[src/rtl/seg7_scan_driver_if.sv]
// Display-side bundle for seg7_scan_driver: scan index and frame data in,
// active-low anode/segment/decimal-point drive and frame pulse out.
interface seg7_scan_driver_if;
   logic [2:0]  scan_idx;
   logic [31:0] value;
   logic [7:0]  dp_in;
   logic [7:0]  digit_en;
   logic        lz_blank;
   logic [7:0]  an;
   logic [6:0]  seg;
   logic        dp;
   logic        frame_start;

   modport master (
      output scan_idx, value, dp_in, digit_en, lz_blank,
      input  an, seg, dp, frame_start
   );

   modport slave (
      input  scan_idx, value, dp_in, digit_en, lz_blank,
      output an, seg, dp, frame_start
   );
endinterface

[src/rtl/seg7_scan_driver.sv]
// 8-digit common-anode seven-segment back end: per-frame value snapshot,
// anti-ghosting blank interval on every index change, registered active-low drive.
module seg7_scan_driver #(
   parameter int BLANK_CYCLES = 4
) (
   input  logic                clk,
   input  logic                rst,
   seg7_scan_driver_if.slave   bus
);
   typedef enum logic [1:0] {
      ST_IDLE  = 2'd0,
      ST_BLANK = 2'd1,
      ST_SHOW  = 2'd2
   } state_e;

   state_e      state_q, state_d;
   logic [2:0]  idx_q, idx_d;
   logic [2:0]  cur_q, cur_d;
   logic [7:0]  cnt_q, cnt_d;
   logic [31:0] snap_q, snap_d;
   logic [7:0]  an_q, an_d;
   logic [6:0]  seg_q, seg_d;
   logic        dp_q, dp_d;
   logic        frame_start_q, frame_start_d;

   logic        change_s;
   logic [3:0]  nib_s;
   logic        lzb_s;
   logic        lit_s;

   // Active-low {g,f,e,d,c,b,a} pattern for one hex nibble.
   function automatic logic [6:0] hex_seg(input logic [3:0] n);
      logic [6:0] s;
      case (n)
         4'h0:    s = 7'h40;
         4'h1:    s = 7'h79;
         4'h2:    s = 7'h24;
         4'h3:    s = 7'h30;
         4'h4:    s = 7'h19;
         4'h5:    s = 7'h12;
         4'h6:    s = 7'h02;
         4'h7:    s = 7'h78;
         4'h8:    s = 7'h00;
         4'h9:    s = 7'h10;
         4'hA:    s = 7'h08;
         4'hB:    s = 7'h03;
         4'hC:    s = 7'h46;
         4'hD:    s = 7'h21;
         4'hE:    s = 7'h06;
         4'hF:    s = 7'h0E;
         default: s = 7'h7F;
      endcase
      return s;
   endfunction

   assign change_s = (bus.scan_idx != idx_q);

   // Next-state: any index change (or leaving IDLE) restarts the blank interval.
   always_comb begin
      state_d       = state_q;
      idx_d         = bus.scan_idx;
      cur_d         = cur_q;
      cnt_d         = cnt_q;
      snap_d        = snap_q;
      frame_start_d = 1'b0;
      if ((state_q == ST_IDLE) || change_s) begin
         state_d = ST_BLANK;
         cur_d   = bus.scan_idx;
         cnt_d   = 8'(BLANK_CYCLES - 1);
         if (bus.scan_idx == 3'd0) begin
            snap_d        = bus.value;
            frame_start_d = 1'b1;
         end else begin
            snap_d        = snap_q;
         end
      end else begin
         case (state_q)
            ST_BLANK: begin
               if (cnt_q == 8'd0) begin
                  state_d = ST_SHOW;
               end else begin
                  cnt_d = cnt_q - 8'd1;
               end
            end
            ST_SHOW:  state_d = ST_SHOW;
            default:  state_d = ST_IDLE;
         endcase
      end
   end

   // Output drive is computed from next-state so the registered pins track the FSM edge-for-edge.
   always_comb begin
      nib_s = snap_d[{cur_d, 2'b00} +: 4];
      lzb_s = bus.lz_blank && (cur_d != 3'd0) && ((snap_d >> {cur_d, 2'b00}) == 32'h0);
      lit_s = (state_d == ST_SHOW) && bus.digit_en[cur_d] && !lzb_s;
      if (lit_s) begin
         an_d  = ~(8'h01 << cur_d);
         seg_d = hex_seg(nib_s);
         dp_d  = ~bus.dp_in[cur_d];
      end else begin
         an_d  = 8'hFF;
         seg_d = 7'h7F;
         dp_d  = 1'b1;
      end
   end

   // State and output registers.
   always_ff @(posedge clk or negedge rst) begin
      if (!rst) begin
         state_q       <= ST_IDLE;
         idx_q         <= 3'd0;
         cur_q         <= 3'd0;
         cnt_q         <= 8'd0;
         snap_q        <= 32'h0;
         an_q          <= 8'hFF;
         seg_q         <= 7'h7F;
         dp_q          <= 1'b1;
         frame_start_q <= 1'b0;
      end else begin
         state_q       <= state_d;
         idx_q         <= idx_d;
         cur_q         <= cur_d;
         cnt_q         <= cnt_d;
         snap_q        <= snap_d;
         an_q          <= an_d;
         seg_q         <= seg_d;
         dp_q          <= dp_d;
         frame_start_q <= frame_start_d;
      end
   end

   assign bus.an          = an_q;
   assign bus.seg         = seg_q;
   assign bus.dp          = dp_q;
   assign bus.frame_start = frame_start_q;
endmodule

[src/flat_wrapper.sv]
// flat-port wrapper written by rule: the top's interface ports become plain ports
module seg7_scan_driver_flat 
#(
   parameter int BLANK_CYCLES = 4
)
  (clk, rst, bus_scan_idx, bus_value, bus_dp_in, bus_digit_en, bus_lz_blank, bus_an, bus_seg, bus_dp, bus_frame_start);
  seg7_scan_driver_if bus_i ();
  input  logic clk;
  input  logic rst;
  input wire logic [$bits(bus_i.scan_idx)-1:0] bus_scan_idx;
  input wire logic [$bits(bus_i.value)-1:0] bus_value;
  input wire logic [$bits(bus_i.dp_in)-1:0] bus_dp_in;
  input wire logic [$bits(bus_i.digit_en)-1:0] bus_digit_en;
  input wire logic [$bits(bus_i.lz_blank)-1:0] bus_lz_blank;
  output wire logic [$bits(bus_i.an)-1:0] bus_an;
  output wire logic [$bits(bus_i.seg)-1:0] bus_seg;
  output wire logic [$bits(bus_i.dp)-1:0] bus_dp;
  output wire logic [$bits(bus_i.frame_start)-1:0] bus_frame_start;
  assign bus_i.scan_idx = bus_scan_idx;
  assign bus_i.value = bus_value;
  assign bus_i.dp_in = bus_dp_in;
  assign bus_i.digit_en = bus_digit_en;
  assign bus_i.lz_blank = bus_lz_blank;
  assign bus_an = bus_i.an;
  assign bus_seg = bus_i.seg;
  assign bus_dp = bus_i.dp;
  assign bus_frame_start = bus_i.frame_start;
  seg7_scan_driver #(.BLANK_CYCLES(BLANK_CYCLES)) u_core (.clk(clk), .rst(rst), .bus(bus_i));
endmodule
[config.mk]
export PLATFORM = sky130hd
export DESIGN_NAME = seg7_scan_driver_flat
export DESIGN_NICKNAME = d
export VERILOG_FILES = /design/src/rtl/seg7_scan_driver_if.sv /design/src/rtl/seg7_scan_driver.sv /design/src/flat_wrapper.sv
export SDC_FILE = /design/constraint.sdc
export NUM_CORES = 1
export LEC_CHECK = 0
export ABC_AREA = 1
export BUFFER_PORTS_ARGS = -buffer_cell sky130_fd_sc_hd__buf_2
export CAP_MARGIN = 20
export CORE_MARGIN = 3
export CORE_UTILIZATION = 57
export DETAILED_ROUTE_END_ITERATION = 10
export GPL_ROUTABILITY_DRIVEN = 0
export PLACE_DENSITY = 0.81
export SLEW_MARGIN = 25
export SYNTH_ARGS = -nofsm -noshare
export SYNTH_HDL_FRONTEND = slang
export SYNTH_SLANG_ARGS = --single-unit
[constraint.sdc]
create_clock -name clk -period 4.2 [get_ports clk]
set_input_delay 1.26 -clock clk [delete_from_list [all_inputs] [get_ports clk]]
set_output_delay 1.26 -clock clk [all_outputs]
set_load 0.03 [all_outputs]
==> flow_metrics.tcl <==
set metrics [dict create \
    outcome "finished clean" \
    worst_ep_required_time_ps 4510 \
    slew_viol_final 0 \
    ir_drop_mv 0.2673 \
    htree_levels 3 \
    synth.largest_area_cell "dfrtp_1" \
    ys_ff_latch 65 \
    postRouteAntennaNets 0 \
    io_pins 71 \
    setup_viol 0 \
    pwr_density_cell_mw_per_mm2 412.1 \
    drive_gt1_share_pct 21.99 \
    cp_common_cell "nand2_1" \
    core_area_mm2 0.007292 \
    fin_util_pct 68.87 \
    end_kind "flop" \
    min_period_ps 3840 \
    synth-xor-area-share_pct 0 \
    arrival_ps 4150 \
    diodes 0 \
    synth_simple_gate_area_share_pct 45.95 \
    yosysMostFrequentCell "nand2_1" \
    hpwl_um 7946 \
    worst_pin_slew_ps 530.0 \
    rsz0062_at_grt "false" \
    finalCritPeriodShare_pct 91.43 \
    yosysUniqueCellTypes 34 \
    cp-start-kind "primary input" \
    min-delay-path-class "flop to flop" \
    routed_wl_um 10940 \
    synth-edff-count 0 \
    drt-pass1-iter-count 7 \
    netlist_top_cells_area "dfrtp_1, nand2_1, dfstp_2" \
    r2r_cells 21 \
    vias 4318 \
    clkTransAtPathRegs_ps 90 \
    cts_root_buffer "clkbuf_8" \
    slew_headroom_pct 64.66 \
    grt_usage_pct 27.04 \
    crit_path_end "u_core.bus.dp$_DFF_PN1_" \
    r2r_end "u_core.bus.dp$_DFF_PN1_" \
    regToRegStartpoint "u_core.state_q[0]$_DFF_PN0_" \
    drcViolationCount 0 \
    seq_area_mm2 0.001647 \
    dieHeight_um 92.80 \
    cellLeakagePower_nw 2.781 \
    yosys-mux-area-fraction_pct 0 \
    ys_seq_area_share_pct 38.34 \
    antenna_found_initial 0 \
    synth_ff_type "dfrtp_1" \
    drv_cap 0 \
    cts_hold_buffers 0 \
    hold_viol_final 0 \
    synth_warnings 0 \
    avgSynthCellArea_um2 6.689 \
    num_rows 31 \
    clock_latency_ps 370 \
    cts_tree "done" \
    cts_made_buffers 9 \
    finalNetCount 782 \
    drt_iter0_drc 259 \
    fin_tns_setup_ps 0 \
    synth_top_family_by_area "simple AND/OR/NAND/NOR gates" \
    initial_utilization_pct 58.89 \
    rrSetupSlack_ps 800 \
    ctsLongestPathBuffers 2 \
    dieArea_mm2 0.008611 \
    global_route.overflow_total 0 \
    cp_slowest_cell "nor2_2" \
    grt_max_degree 44 \
    clock.fmax_mhz 260.4 \
    netlist_top_cells_count "nand2_1, nand3_1, nor2_1" \
    routed_via_density 5.253 \
    area_growth_pct 16.96 \
    cts.sinks 65 \
    synthAdderAreaFrac_pct 2.914 \
    synth_top_cell_area_share_pct 28.55 \
    cp-startpoint "bus_scan_idx[2]" \
    synth.cell_area_mm2 0.004294 \
    crit_family "simple AND/OR/NAND/NOR gates" \
    path_class "primary input to flop" \
    port_buffers 70 \
    grt_pass1_wl_um 18600 \
    die_w_um 92.80 \
    synthCells 642 \
    wire_per_inst_um 13.31 \
    slowest_delay_ps 250 \
    synth_compound_area_share_pct 4.312 \
    path_cells "buf_2 -> inv_2 -> nand2_1 -> nand2_1 -> nor2_2 -> nand2_2 -> buf_12 -> nand2_2 -> nand2_2 -> nand2_1 -> nand3_1 -> nand3_1 -> inv_1 -> nor2_1 -> ha_1 -> nand2_1 -> nor3b_1 -> nand4_1 -> nor2_1 -> nand2_4 -> nand3_1" \
    fillers 669 \
    clock_skew_ps 15.72 \
    cp_num_cells 21 \
    worstPathMaxFanout 32 \
    grt_pass1_vias 4033 \
    multi_input_area_mm2 0.002288 \
    async_flop_share_pct 100.0 \
    timing.critical_path.buf_inv 4 \
    synth_fp_nets 706 \
]
==> cells in the final DEF, fill, tap and decap left out, types with 3 or more instances in the layout <==
| cell | instances |
|---|---|
| nand3_2 | 11 |
| a21oi_1 | 7 |
| buf_4 | 17 |
| nand2_4 | 3 |
| o21ai_1 | 5 |
| inv_2 | 7 |
| dfrtp_1 | 49 |
| nand3_1 | 71 |
| o22ai_1 | 4 |
| inv_1 | 44 |
| buf_2 | 70 |
| buf_12 | 3 |
| nand4_1 | 3 |
| nor3_1 | 4 |
| o21ai_0 | 11 |
| dfstp_2 | 16 |
| nand2_2 | 9 |
| clkbuf_8 | 9 |
| nor2_2 | 4 |
| nand2_1 | 284 |
| ha_1 | 10 |
| o31ai_1 | 3 |
| nand3b_1 | 5 |
| nor2_1 | 54 |
==> worst min-delay path by stage <==
stage / slack, ps / start / to / depth (start not counted)
after global routing: 530 / u_core.snap_q[0]$_DFF_PN0_ / u_core.snap_q[0]$_DFF_PN0_ / 2
after global placement: 480 / u_core.snap_q[0]$_DFF_PN0_ / u_core.snap_q[0]$_DFF_PN0_ / 2
after CTS: 510 / u_core.snap_q[0]$_DFF_PN0_ / u_core.snap_q[0]$_DFF_PN0_ / 2
after detailed placement: 490 / u_core.snap_q[0]$_DFF_PN0_ / u_core.snap_q[0]$_DFF_PN0_ / 2
final: 510 / u_core.snap_q[0]$_DFF_PN0_ / u_core.snap_q[0]$_DFF_PN0_ / 2
after floorplan: 440 / u_core.snap_q[0]$_DFF_PN0_ / u_core.snap_q[0]$_DFF_PN0_ / 2
==> tightest hold or removal path: stages, from the launching register on <==
cell,delay (ps)
dfrtp_1,330
nand2_1,50
nand2_1,90
==> state kept, by name, summed over array words and instances, names as in the netlist <==
signal                  flops
u_core.snap_q              32
u_core.bus.an               8
u_core.cnt_q                8
u_core.bus.seg              7
u_core.cur_q                3
u_core.idx_q                3
u_core.state_q              2
u_core.bus.dp               1
u_core.bus.frame_start      1
==> per-stage QoR <==
stage               cell area [um^2]  hold slack, ps  std cells  power [mW]  setup slack, ps
global placement                4791           484.3        806       1.424            263.5
CTS                             5017           508.6        822       2.065            324.2
finish                          5022           511.3        822       2.070            360.1
global route                    5022           530.6        822       2.212            60.16
floorplan                       4294           444.9        642       1.259            493.9
detailed placement              4791           486.2        806       1.448            4.985
==> cell type report <==
cell class	count	share of cell area [%]
clock buffers	9	2.466
clock inverters	7	2.043
inverters	53	3.961
multi-input cells	499	45.57
flip-flops and latches	65	32.79
well taps	99	2.466
repair buffers	90	10.71
==> kinds of logic after synthesis <==
logic type               Yosys count
AND/OR/NAND/NOR                  456
buffers and inverters             78
flip-flops                        65
AO/OA/AOI/OAI                     33
adder cells (fa/ha/maj)           10
==> power breakdown <==
group          internal, mW  total (mW)  switching (mW)
clock network         0.340       0.618           0.278
logic                 0.243       0.702           0.459
registers             0.707       0.749          0.0418
total                  1.29        2.07           0.779
==> timing repair <==
action,in CTS,in global routing
setup endpoints to repair,0,4
setup buffers,0,0
resized for setup,0,1
==> layer usage <==
metal  part of all wire [%]  global-route usage (%)  routed length, um  up-vias
li1                       -                       -                  -     2164
met1                     42                   35.95               4627     1964
met2                     49                   43.91               5379      165
met3                    6.6                   5.361                718       25
met4                    1.9                   9.646                211        0
met5                      0                       0                  0        -
No activity file was read; power rests on OpenSTA's default activity.
